==> src/rtl/serial_pkg.sv <==
// Shared constants for the serial transmitter: state encoding, line levels, frame shape.
package serial_pkg;

    // Binary-encoded transmitter states; StParity only used when parity is built in.
    typedef enum logic [2:0] {
        StIdle   = 3'd0,
        StStart  = 3'd1,
        StData   = 3'd2,
        StParity = 3'd3,
        StStop   = 3'd4
    } tx_state_e;

    // Line level while idle and during the stop bit(s).
    localparam logic IDLE_LEVEL = 1'b1;
    // Line level of the start bit.
    localparam logic START_LEVEL = 1'b0;
    // Number of stop bit times appended to every frame.
    localparam int unsigned STOP_BITS = 1;

    // Width of the per-frame bit counter (covers data bits and stop bits).
    localparam int unsigned BIT_CNT_W = 4;

endpackage

==> src/rtl/baud_gen.sv <==
// Bit-time generator: counts enabled cycles and raises TICK on the last enabled
// cycle of each bit time. CLEAR holds the count at zero (used while idle).
module baud_gen #(
    parameter int unsigned CLK_DIV = 5208
) (
    input  logic CLK,
    input  logic RESET,
    input  logic ENABLE,
    input  logic CLEAR,
    output logic TICK
);

    localparam logic [15:0] LAST_CNT = 16'(CLK_DIV - 1);

    logic [15:0] cnt_q;

    // Tick is combinational so the FSM can act on the same edge that ends the bit time.
    always_comb begin
        TICK = ENABLE && !CLEAR && (cnt_q == LAST_CNT);
    end

    // Enabled-cycle counter; frozen when ENABLE is low, wraps at the end of each bit time.
    always_ff @(posedge CLK) begin
        if (RESET) begin
            cnt_q <= '0;
        end else if (ENABLE) begin
            if (CLEAR || TICK) begin
                cnt_q <= '0;
            end else begin
                cnt_q <= cnt_q + 16'd1;
            end
        end
    end

endmodule

==> src/rtl/serial_tx.sv <==
// Serial transmitter: start bit, DATA_BITS payload bits LSB first, optional even
// parity bit, stop bit(s). Parity is built in when SERIAL_TX_PARITY_EN is defined.
// All outputs are registered; ENABLE freezes every piece of state.
module serial_tx
    import serial_pkg::*;
#(
    parameter int unsigned CLK_DIV   = 5208,
    parameter int unsigned DATA_BITS = 8
) (
    input  logic                 CLK,
    input  logic                 RESET,
    input  logic                 ENABLE,
    input  logic [DATA_BITS-1:0] DATA,
    input  logic                 LOAD,
    output logic                 TXD,
    output logic                 BUSY,
    output logic                 DONE
);

    localparam logic [BIT_CNT_W-1:0] LAST_DATA = BIT_CNT_W'(DATA_BITS - 1);
    localparam logic [BIT_CNT_W-1:0] LAST_STOP = BIT_CNT_W'(STOP_BITS - 1);

    tx_state_e              state_q;
    logic [BIT_CNT_W-1:0]   bit_cnt_q;
    logic [DATA_BITS-1:0]   shreg_q;
    logic                   tick;
    logic                   baud_clear;
`ifdef SERIAL_TX_PARITY_EN
    logic                   parity_q;
`endif

    // Bit timing runs only while a frame is in flight, so every frame starts on a fresh count.
    always_comb begin
        baud_clear = (state_q == StIdle);
    end

    baud_gen #(
        .CLK_DIV(CLK_DIV)
    ) u_baud_gen (
        .CLK   (CLK),
        .RESET (RESET),
        .ENABLE(ENABLE),
        .CLEAR (baud_clear),
        .TICK  (tick)
    );

    // Frame sequencer with registered TXD/BUSY/DONE; each output changes on the edge
    // that enters the new state so TXD never passes through combinational logic.
    always_ff @(posedge CLK) begin
        if (RESET) begin
            state_q   <= StIdle;
            TXD       <= IDLE_LEVEL;
            BUSY      <= 1'b0;
            DONE      <= 1'b0;
            bit_cnt_q <= '0;
            shreg_q   <= '0;
`ifdef SERIAL_TX_PARITY_EN
            parity_q  <= 1'b0;
`endif
        end else if (ENABLE) begin
            DONE <= 1'b0;
            unique case (state_q)
                StIdle: begin
                    // The DONE cycle is an idle cycle, so back-to-back loads land here.
                    if (LOAD) begin
                        shreg_q  <= DATA;
                        state_q  <= StStart;
                        TXD      <= START_LEVEL;
                        BUSY     <= 1'b1;
`ifdef SERIAL_TX_PARITY_EN
                        parity_q <= ^DATA;
`endif
                    end
                end
                StStart: begin
                    if (tick) begin
                        state_q   <= StData;
                        TXD       <= shreg_q[0];
                        shreg_q   <= shreg_q >> 1;
                        bit_cnt_q <= '0;
                    end
                end
                StData: begin
                    if (tick) begin
                        if (bit_cnt_q == LAST_DATA) begin
                            bit_cnt_q <= '0;
`ifdef SERIAL_TX_PARITY_EN
                            state_q   <= StParity;
                            TXD       <= parity_q;
`else
                            state_q   <= StStop;
                            TXD       <= IDLE_LEVEL;
`endif
                        end else begin
                            bit_cnt_q <= bit_cnt_q + 1'b1;
                            TXD       <= shreg_q[0];
                            shreg_q   <= shreg_q >> 1;
                        end
                    end
                end
`ifdef SERIAL_TX_PARITY_EN
                StParity: begin
                    if (tick) begin
                        state_q <= StStop;
                        TXD     <= IDLE_LEVEL;
                    end
                end
`endif
                StStop: begin
                    if (tick) begin
                        if (bit_cnt_q == LAST_STOP) begin
                            bit_cnt_q <= '0;
                            state_q   <= StIdle;
                            TXD       <= IDLE_LEVEL;
                            BUSY      <= 1'b0;
                            DONE      <= 1'b1;
                        end else begin
                            bit_cnt_q <= bit_cnt_q + 1'b1;
                        end
                    end
                end
                default: begin
                    state_q   <= StIdle;
                    TXD       <= IDLE_LEVEL;
                    BUSY      <= 1'b0;
                    bit_cnt_q <= '0;
                end
            endcase
        end
    end

endmodule

==> config.mk <==
export PLATFORM = sky130hd
export DESIGN_NAME = serial_tx
export DESIGN_NICKNAME = d
export VERILOG_FILES = /design/src/rtl/serial_pkg.sv /design/src/rtl/baud_gen.sv /design/src/rtl/serial_tx.sv
export SDC_FILE = /design/constraint.sdc
export NUM_CORES = 1
export LEC_CHECK = 0
export CAP_MARGIN = 5
export CORE_ASPECT_RATIO = 1.2
export CORE_MARGIN = 3
export CORE_UTILIZATION = 35
export DETAILED_ROUTE_END_ITERATION = 12
export PLACE_DENSITY = 0.53
export SLEW_MARGIN = 20
export SYNTH_ARGS = -nofsm -noshare
export SYNTH_HDL_FRONTEND = slang
export SYNTH_SLANG_ARGS = --single-unit
==> constraint.sdc <==
create_clock -name CLK -period 2.7 [get_ports CLK]
set_input_delay 0.405 -clock CLK [delete_from_list [all_inputs] [get_ports CLK]]
set_output_delay 0.405 -clock CLK [all_outputs]
set_load 0.005 [all_outputs]
==> flow_results.xml, run 1 <==
<?xml version="1.0" encoding="UTF-8"?>
<metrics>
  <group name="floorplanning">
    <metric name="num_rows" unit="">30</metric>
    <metric name="initial_core_util" unit="%">36.5</metric>
    <metric name="dieHeight" unit="um">90.5</metric>
    <metric name="die_width" unit="um">76.4</metric>
    <metric name="core_area" unit="um2">5710</metric>
    <metric name="floorplan.die_area" unit="um2">6920</metric>
    <metric name="pin_count" unit="">15</metric>
  </group>
  <group name="yosys">
    <metric name="yosysSeqAreaShare" unit="%">32.7</metric>
    <metric name="synth_area_leader_cell" unit="">sky130_fd_sc_hd__dfxtp_1</metric>
    <metric name="synth_common_cells" unit="">sky130_fd_sc_hd__dfxtp_1 (34), sky130_fd_sc_hd__nor3_1 (22), sky130_fd_sc_hd__clkbuf_1 (17)</metric>
    <metric name="synth-main-ff-cell" unit="">sky130_fd_sc_hd__dfxtp_1</metric>
    <metric name="syn_avg_cell_area" unit="um2">8.27</metric>
    <metric name="netlist_instances" unit="">252</metric>
    <metric name="yosys-top-cells-area" unit="">sky130_fd_sc_hd__dfxtp_1 (33%), sky130_fd_sc_hd__nor3_1 (5.3%), sky130_fd_sc_hd__xor2_1 (4.6%)</metric>
    <metric name="ys_warn_count" unit="">0</metric>
    <metric name="synth.cell_area" unit="um2">2080</metric>
    <metric name="synth_enable_flop_cells" unit="">0</metric>
    <metric name="yosys_register_bits" unit="">34</metric>
    <metric name="synthDistinctLibCells" unit="">55</metric>
    <metric name="postSynthNetCount" unit="">267</metric>
    <metric name="post_synthesis_async_set_or_reset_flop_share" unit="%">0</metric>
    <metric name="yosys.cell_count.top_type" unit="">sky130_fd_sc_hd__dfxtp_1</metric>
    <metric name="synth_largest_type_area_fraction" unit="%">32.7</metric>
  </group>
  <group name="grt">
    <metric name="grt_antenna_before_repair" unit="">0</metric>
    <metric name="grt-ovfl-total" unit="">0</metric>
    <metric name="largest_net_degree_at_the_start_of_global_routing" unit="">25</metric>
    <metric name="grt_first_pass_wirelength" unit="mm">8.95</metric>
    <metric name="first_global_vias" unit="">1793</metric>
    <metric name="grt.total_usage" unit="%">15.6</metric>
  </group>
  <group name="timing">
    <metric name="clock_skew" unit="ns">0.00836</metric>
    <metric name="fin_crit" unit="ns">2.39</metric>
    <metric name="fin_hold_ws" unit="ns">0.487</metric>
    <metric name="setup_total_negative_slack" unit="ns">0</metric>
    <metric name="timing_worst_slew_pin_value" unit="ns">0.639</metric>
    <metric name="final-hold-violation-count" unit="">0</metric>
    <metric name="final_clock_period_utilization_by_the_worst_path" unit="%">88.5</metric>
    <metric name="slew_headroom" unit="%">57.3</metric>
    <metric name="max_clock_freq" unit="GHz">0.419</metric>
    <metric name="drv_slew" unit="">0</metric>
    <metric name="grt_setup_unrepaired" unit="">no</metric>
    <metric name="setup-violations-final" unit="">0</metric>
  </group>
  <group name="layout">
    <metric name="final_area" unit="um2">2450</metric>
    <metric name="antenna-diode-count" unit="">0</metric>
    <metric name="layout.nets" unit="">277</metric>
    <metric name="combined_area_of_the_multi_input_logic_cells" unit="um2">1250</metric>
    <metric name="final_layout_size_suffix_gt1_share" unit="%">10.3</metric>
    <metric name="area_delta_synth_final" unit="%">17.5</metric>
    <metric name="count_of_filler_cells_inserted_in_the_layout" unit="">567</metric>
    <metric name="reg_area" unit="um2">681</metric>
  </group>
  <group name="power_and_ir_drop">
    <metric name="clock_power_share" unit="%">46.9</metric>
    <metric name="pwr-share-seq" unit="%">43.5</metric>
    <metric name="peakVddDrop" unit="uV">225</metric>
    <metric name="total_switching_power" unit="uW">287</metric>
    <metric name="p_comb_share" unit="%">9.6</metric>
    <metric name="total_power" unit="uW">1230</metric>
    <metric name="p_int" unit="uW">944</metric>
    <metric name="p_per_area" unit="nW/um2">503</metric>
    <metric name="leakage_power_total" unit="uW">0.000812</metric>
    <metric name="switching_fraction" unit="%">23.3</metric>
  </group>
  <group name="hold_path">
    <metric name="hold_path_class" unit="">flip-flop to flip-flop</metric>
  </group>
  <group name="cts">
    <metric name="postCtsSetupBuffers" unit="">0</metric>
    <metric name="cts_tree" unit="">done</metric>
    <metric name="cts-htree-levels" unit="">2</metric>
    <metric name="clock-root-buffer" unit="">sky130_fd_sc_hd__clkbuf_8</metric>
    <metric name="cts.hold.buffers_added" unit="">0</metric>
    <metric name="clkLatencyLatePin" unit="ns">0.29</metric>
    <metric name="cts_sinks" unit="">34</metric>
    <metric name="cts.reportedPaths.clkPinSlew" unit="ns">0.08</metric>
    <metric name="cts.path.max_buffers" unit="">2</metric>
    <metric name="post_cts.resized_instances" unit="">0</metric>
    <metric name="clock_buffer_count_from_cts" unit="">5</metric>
  </group>
  <group name="drt">
    <metric name="routed-via-count" unit="">1898</metric>
    <metric name="drt-initial-drc-count" unit="">116</metric>
    <metric name="drc_errors" unit="">0</metric>
    <metric name="postRouteAntennaNets" unit="">0</metric>
    <metric name="totalWireLength" unit="mm">5.15</metric>
    <metric name="vias_per_cell" unit="">5.53</metric>
    <metric name="detail_route.first_pass.iterations" unit="">4</metric>
    <metric name="wire_per_inst" unit="um">15.0</metric>
  </group>
  <group name="setup_path">
    <metric name="crit_arrival" unit="ns">2.55</metric>
    <metric name="worst-path-max-fanout" unit="">13</metric>
    <metric name="critPathLaunchType" unit="">flip-flop</metric>
    <metric name="criticalPathCategory" unit="">flip-flop to flip-flop</metric>
    <metric name="endpoint_class_of_the_critical_path" unit="">flip-flop</metric>
    <metric name="cp_data_required_time" unit="ns">2.86</metric>
  </group>
  <group name="placed_design">
    <metric name="placed_cell_area" unit="um2">2310</metric>
    <metric name="finalWeightedCongestion" unit="">0.785</metric>
    <metric name="io_buffers" unit="">14</metric>
    <metric name="hpwl" unit="mm">3.52</metric>
  </group>
  <group name="run_status">
    <metric name="status" unit="">finished, final reports clean</metric>
  </group>
  <group name="job">
    <metric name="drv.max_cap_violation_count" unit="">0</metric>
  </group>
</metrics>
## final cells by class
| class | instances | area share (%) |
|---|---|---|
| clock buffer | 5 | 2.81 |
| clock inverter | 3 | 2.81 |
| inverter | 13 | 1.99 |
| multi-input combinational | 182 | 51.1 |
| timing repair buffer | 26 | 9.40 |
| sequential | 34 | 27.8 |
| tap | 80 | 4.09 |
## per-stage QoR
| step | std cells | util, % | worst slack [ns] |
|---|---|---|---|
| 5_1_grt | 343 | 42.9 | 0.145 |
| 3_5_place_dp | 335 | 40.5 | 0.254 |
| 6_report | 343 | 42.9 | 0.312 |
| 3_3_place_gp | 335 | 40.5 | 0.277 |
| 4_1_cts | 343 | 42.9 | 0.307 |
| 2_1_floorplan | 252 | - | 0.603 |
## cells by family after synthesis
logic type                 Yosys count  synth area share, %
DFF                                 34                 32.7
muxes                                5                 2.40
buffers and inverters               36                 7.27
AOI/OAI and AO/OA                   58                 21.0
xor gates and xnor gates            13                 5.47
adders and majority gates            4                 2.28
and+or+nand+nor                    102                 28.9
## power groups by stage
stage / logic, uW / clock network [uW] / registers, uW
floorplan: 79.5 / 0 / 538
global placement: 120 / 0 / 548
detailed placement: 119 / 0 / 547
CTS: 120 / 591 / 535
global route: 134 / 606 / 539
finish: 118 / 577 / 536
## state kept, by name (all words and copies together), names as in the netlist
signal            count
DONE                  1
state_q               3
BUSY                  1
TXD                   1
bit_cnt_q             4
shreg_q               8
u_baud_gen.cnt_q     16
## placed cells by master (no fill, tap or decap), types with 3 or more instances in the layout
| cell type | count |
|---|---|
| sky130_fd_sc_hd__and4_1 | 3 |
| sky130_fd_sc_hd__ha_1 | 3 |
| sky130_fd_sc_hd__a211oi_1 | 12 |
| sky130_fd_sc_hd__nand3b_1 | 3 |
| sky130_fd_sc_hd__o311ai_0 | 7 |
| sky130_fd_sc_hd__or4b_1 | 4 |
| sky130_fd_sc_hd__nand2_1 | 15 |
| sky130_fd_sc_hd__o21ai_0 | 7 |
| sky130_fd_sc_hd__a2111oi_1 | 4 |
| sky130_fd_sc_hd__buf_4 | 12 |
| sky130_fd_sc_hd__mux2i_1 | 5 |
| sky130_fd_sc_hd__nor3_1 | 22 |
| sky130_fd_sc_hd__o2111ai_1 | 4 |
| sky130_fd_sc_hd__nand3_1 | 13 |
| sky130_fd_sc_hd__or3_1 | 8 |
| sky130_fd_sc_hd__a21oi_1 | 4 |
| sky130_fd_sc_hd__inv_1 | 11 |
| sky130_fd_sc_hd__dfxtp_1 | 34 |
| sky130_fd_sc_hd__nor2_1 | 6 |
| sky130_fd_sc_hd__xor2_1 | 11 |
| sky130_fd_sc_hd__nand4_1 | 9 |
| sky130_fd_sc_hd__clkdlybuf4s50_1 | 14 |
| sky130_fd_sc_hd__o21ai_1 | 5 |
| sky130_fd_sc_hd__clkbuf_8 | 5 |
## metal layers
layer | global-route usage (%) | share of wire (%) | vias to the layer above
li1 | - | - | 976
met1 | 18.9 | 45 | 882
met5 | 0 | 0 | -
met4 | 3.63 | 1.3 | 0
met2 | 27.8 | 50 | 32
met3 | 3.69 | 3.0 | 8
## worst max-delay path, stage by stage (launching register included)
cell	delay, ns
sky130_fd_sc_hd__dfxtp_1	0.36
sky130_fd_sc_hd__or4b_1	0.57
sky130_fd_sc_hd__or4_4	0.66
sky130_fd_sc_hd__a2111oi_0	0.56
sky130_fd_sc_hd__nor3_1	0.10
## final timing paths
check                 startpoint          to  slack, ns  cells after the start
max reg2reg  u_baud_gen.cnt_q[7]  shreg_q[6]       0.31                      4
max          u_baud_gen.cnt_q[7]  shreg_q[6]       0.31                      4
min reg2reg                 DONE        DONE       0.49                      2
min                         DONE        DONE       0.49                      2
Note: power is estimated with default switching activity, not from simulation.
==> inputs of run 2 (changes only) <==
CORE_UTILIZATION = 58   (was 35)
PLACE_DENSITY = 0.8   (was 0.53)
==> run 2 against run 1 <==
Effect of this change:
- first-iteration DRC count increased by 80%
- clock power decreased by 37%
- sequential power about the same
- utilization increased by 25 points
- largest cell class unchanged
==> flow_results.xml, run 2 (same netlist as run 1, synthesis figures left out) <==
<?xml version="1.0" encoding="UTF-8"?>
<metrics>
  <group name="power_and_ir_drop">
    <metric name="pwr-share-seq" unit="%">52.6</metric>
    <metric name="clock_power_share" unit="%">35.9</metric>
    <metric name="p_comb_share" unit="%">11.4</metric>
    <metric name="p_per_area" unit="nW/um2">439</metric>
    <metric name="leakage_power_total" unit="uW">0.000772</metric>
    <metric name="peakVddDrop" unit="uV">375</metric>
    <metric name="switching_fraction" unit="%">24.4</metric>
    <metric name="p_int" unit="uW">769</metric>
    <metric name="total_switching_power" unit="uW">248</metric>
  </group>
  <group name="floorplanning">
    <metric name="core_area" unit="um2">3400</metric>
    <metric name="die_width" unit="um">60.7</metric>
    <metric name="dieHeight" unit="um">71.7</metric>
    <metric name="initial_core_util" unit="%">61.3</metric>
    <metric name="pin_count" unit="">15</metric>
    <metric name="floorplan.die_area" unit="um2">4350</metric>
    <metric name="num_rows" unit="">23</metric>
  </group>
  <group name="grt">
    <metric name="largest_net_degree_at_the_start_of_global_routing" unit="">25</metric>
    <metric name="first_global_vias" unit="">1847</metric>
    <metric name="grt-ovfl-total" unit="">0</metric>
    <metric name="grt_first_pass_wirelength" unit="mm">8.05</metric>
    <metric name="grt.total_usage" unit="%">23.4</metric>
    <metric name="grt_antenna_before_repair" unit="">0</metric>
  </group>
  <group name="timing">
    <metric name="clock_skew" unit="ns">0.00996</metric>
    <metric name="fin_crit" unit="ns">2.31</metric>
    <metric name="timing_worst_slew_pin_value" unit="ns">0.962</metric>
    <metric name="setup_total_negative_slack" unit="ns">0</metric>
    <metric name="drv_slew" unit="">0</metric>
    <metric name="setup-violations-final" unit="">0</metric>
    <metric name="final_clock_period_utilization_by_the_worst_path" unit="%">85.6</metric>
    <metric name="fin_hold_ws" unit="ns">0.483</metric>
    <metric name="final-hold-violation-count" unit="">0</metric>
    <metric name="max_clock_freq" unit="GHz">0.433</metric>
    <metric name="grt_setup_unrepaired" unit="">no</metric>
    <metric name="slew_headroom" unit="%">35.4</metric>
  </group>
  <group name="job">
    <metric name="drv.max_cap_violation_count" unit="">0</metric>
  </group>
  <group name="setup_path">
    <metric name="path_buf_inv" unit="">0</metric>
    <metric name="critical_path.top_delay_family" unit="">simple AND/OR/NAND/NOR gates</metric>
    <metric name="r2r_cells" unit="">4</metric>
    <metric name="cp_data_required_time" unit="ns">2.86</metric>
    <metric name="r2r_slack" unit="ns">0.39</metric>
    <metric name="crit_path_top_delay_cell" unit="">sky130_fd_sc_hd__or4_4</metric>
    <metric name="endpoint_class_of_the_critical_path" unit="">flip-flop</metric>
    <metric name="timing.critical_path.depth" unit="">4</metric>
    <metric name="worst-path-max-fanout" unit="">13</metric>
    <metric name="criticalPathCategory" unit="">flip-flop to flip-flop</metric>
    <metric name="crit_chain" unit="">or4b_1 -&gt; or4_4 -&gt; a2111oi_0 -&gt; nor3_1</metric>
    <metric name="critPathLaunchType" unit="">flip-flop</metric>
    <metric name="crit_arrival" unit="ns">2.47</metric>
    <metric name="critical_path.max_stage_delay" unit="ns">0.66</metric>
  </group>
  <group name="cts">
    <metric name="post_cts.resized_instances" unit="">0</metric>
    <metric name="cts.hold.buffers_added" unit="">0</metric>
    <metric name="cts.reportedPaths.clkPinSlew" unit="ns">0.07</metric>
    <metric name="clock_buffer_count_from_cts" unit="">5</metric>
    <metric name="postCtsSetupBuffers" unit="">0</metric>
    <metric name="cts_tree" unit="">done</metric>
    <metric name="cts.path.max_buffers" unit="">2</metric>
    <metric name="clkLatencyLatePin" unit="ns">0.29</metric>
    <metric name="clock-root-buffer" unit="">sky130_fd_sc_hd__clkbuf_8</metric>
    <metric name="cts-htree-levels" unit="">2</metric>
    <metric name="cts_sinks" unit="">34</metric>
  </group>
  <group name="layout">
    <metric name="count_of_filler_cells_inserted_in_the_layout" unit="">283</metric>
    <metric name="final_layout_size_suffix_gt1_share" unit="%">8.53</metric>
    <metric name="largest_register_ffs" unit="">16</metric>
    <metric name="area_delta_synth_final" unit="%">11.2</metric>
    <metric name="reg.largest.list" unit="">u_baud_gen.cnt_q x16, shreg_q x8, bit_cnt_q x4</metric>
    <metric name="largest-register" unit="">u_baud_gen.cnt_q</metric>
    <metric name="most-common-layout-cells" unit="">sky130_fd_sc_hd__dfxtp_1 (34), sky130_fd_sc_hd__nor3_1 (22), sky130_fd_sc_hd__nand2_1 (15), sky130_fd_sc_hd__clkdlybuf4s50_1 (14), sky130_fd_sc_hd__nand3_1 (13)</metric>
    <metric name="layout.nets" unit="">274</metric>
    <metric name="most_common_cell_after_layout_fill_and_taps_aside" unit="">sky130_fd_sc_hd__dfxtp_1</metric>
    <metric name="antenna-diode-count" unit="">0</metric>
  </group>
  <group name="drt">
    <metric name="detail_route.first_pass.iterations" unit="">4</metric>
    <metric name="highest_layer" unit="">met4</metric>
    <metric name="wire_per_inst" unit="um">15.8</metric>
    <metric name="postRouteAntennaNets" unit="">0</metric>
    <metric name="vias_per_cell" unit="">6.51</metric>
    <metric name="totalWireLength" unit="mm">4.66</metric>
    <metric name="met2RoutedLength" unit="mm">2.31</metric>
    <metric name="met1_length" unit="mm">2.14</metric>
    <metric name="drt-initial-drc-count" unit="">209</metric>
    <metric name="routed-via-count" unit="">1919</metric>
    <metric name="detailroute.wirelength.met3" unit="um">157</metric>
    <metric name="drc_errors" unit="">0</metric>
  </group>
  <group name="hold_path">
    <metric name="whs_path_depth" unit="">2</metric>
    <metric name="hold_path_class" unit="">flip-flop to flip-flop</metric>
  </group>
  <group name="run_status">
    <metric name="status" unit="">finished, final reports clean</metric>
  </group>
  <group name="placed_design">
    <metric name="finalWeightedCongestion" unit="">0.853</metric>
    <metric name="io_buffers" unit="">14</metric>
    <metric name="hpwl" unit="mm">3.11</metric>
  </group>
</metrics>
[run 2: path summary, 6_finish.rpt]
check,startpoint,to
setup / recovery,u_baud_gen.cnt_q[6],shreg_q[6]
hold / removal,DONE,DONE
setup reg to reg,u_baud_gen.cnt_q[6],shreg_q[6]
hold reg to reg,DONE,DONE
[run 2: layer usage]
metal	GRT usage, %	vias up
li1	-	966
met1	28.7	914
met2	40.1	35
met3	4.86	4
met4	7.23	0
met5	0	-
[run 2: metrics by stage]
step	std cells	instance area [um2]	util, %	setup slack [ns]	power (uW)
2_1_floorplan	252	2080	-	0.603	618
3_3_place_gp	289	2230	65.8	0.457	660
3_5_place_dp	289	2230	65.8	0.388	662
4_1_cts	295	2320	68.2	0.413	1020
5_1_grt	295	2320	68.2	0.307	1050
6_report	295	2320	68.2	0.390	1020
[run 2: power by group through the flow]
stage	Clock, uW	Sequential [uW]	Combinational, uW
floorplan	0	538	79.5
global placement	0	546	114
detailed placement	0	546	116
CTS	372	535	117
global route	388	538	128
finish	365	536	116
[run 2: area by class of cell]
type                            count  area [um2]  area share, %
Inverter                           13        48.8           2.11
Tap cell                           37        46.3           2.00
Multi-Input combinational cell    182        1250           54.0
Sequential cell                    34         681           29.4
Clock buffer                        6        82.6           3.56
Timing Repair Buffer               23         208           8.96
[run 2: worst min-delay path: stages (launching register included)]
cell and delay [ns]:
sky130_fd_sc_hd__dfxtp_1 0.33, sky130_fd_sc_hd__a32oi_1 0.05, sky130_fd_sc_hd__nor2_1 0.07
==> inputs of run 3 (changes only) <==
SLEW_MARGIN = unset   (was 20)
==> results of run 3 <==
Same layout as run 2: the final DEF is identical, and so are final timing and power.
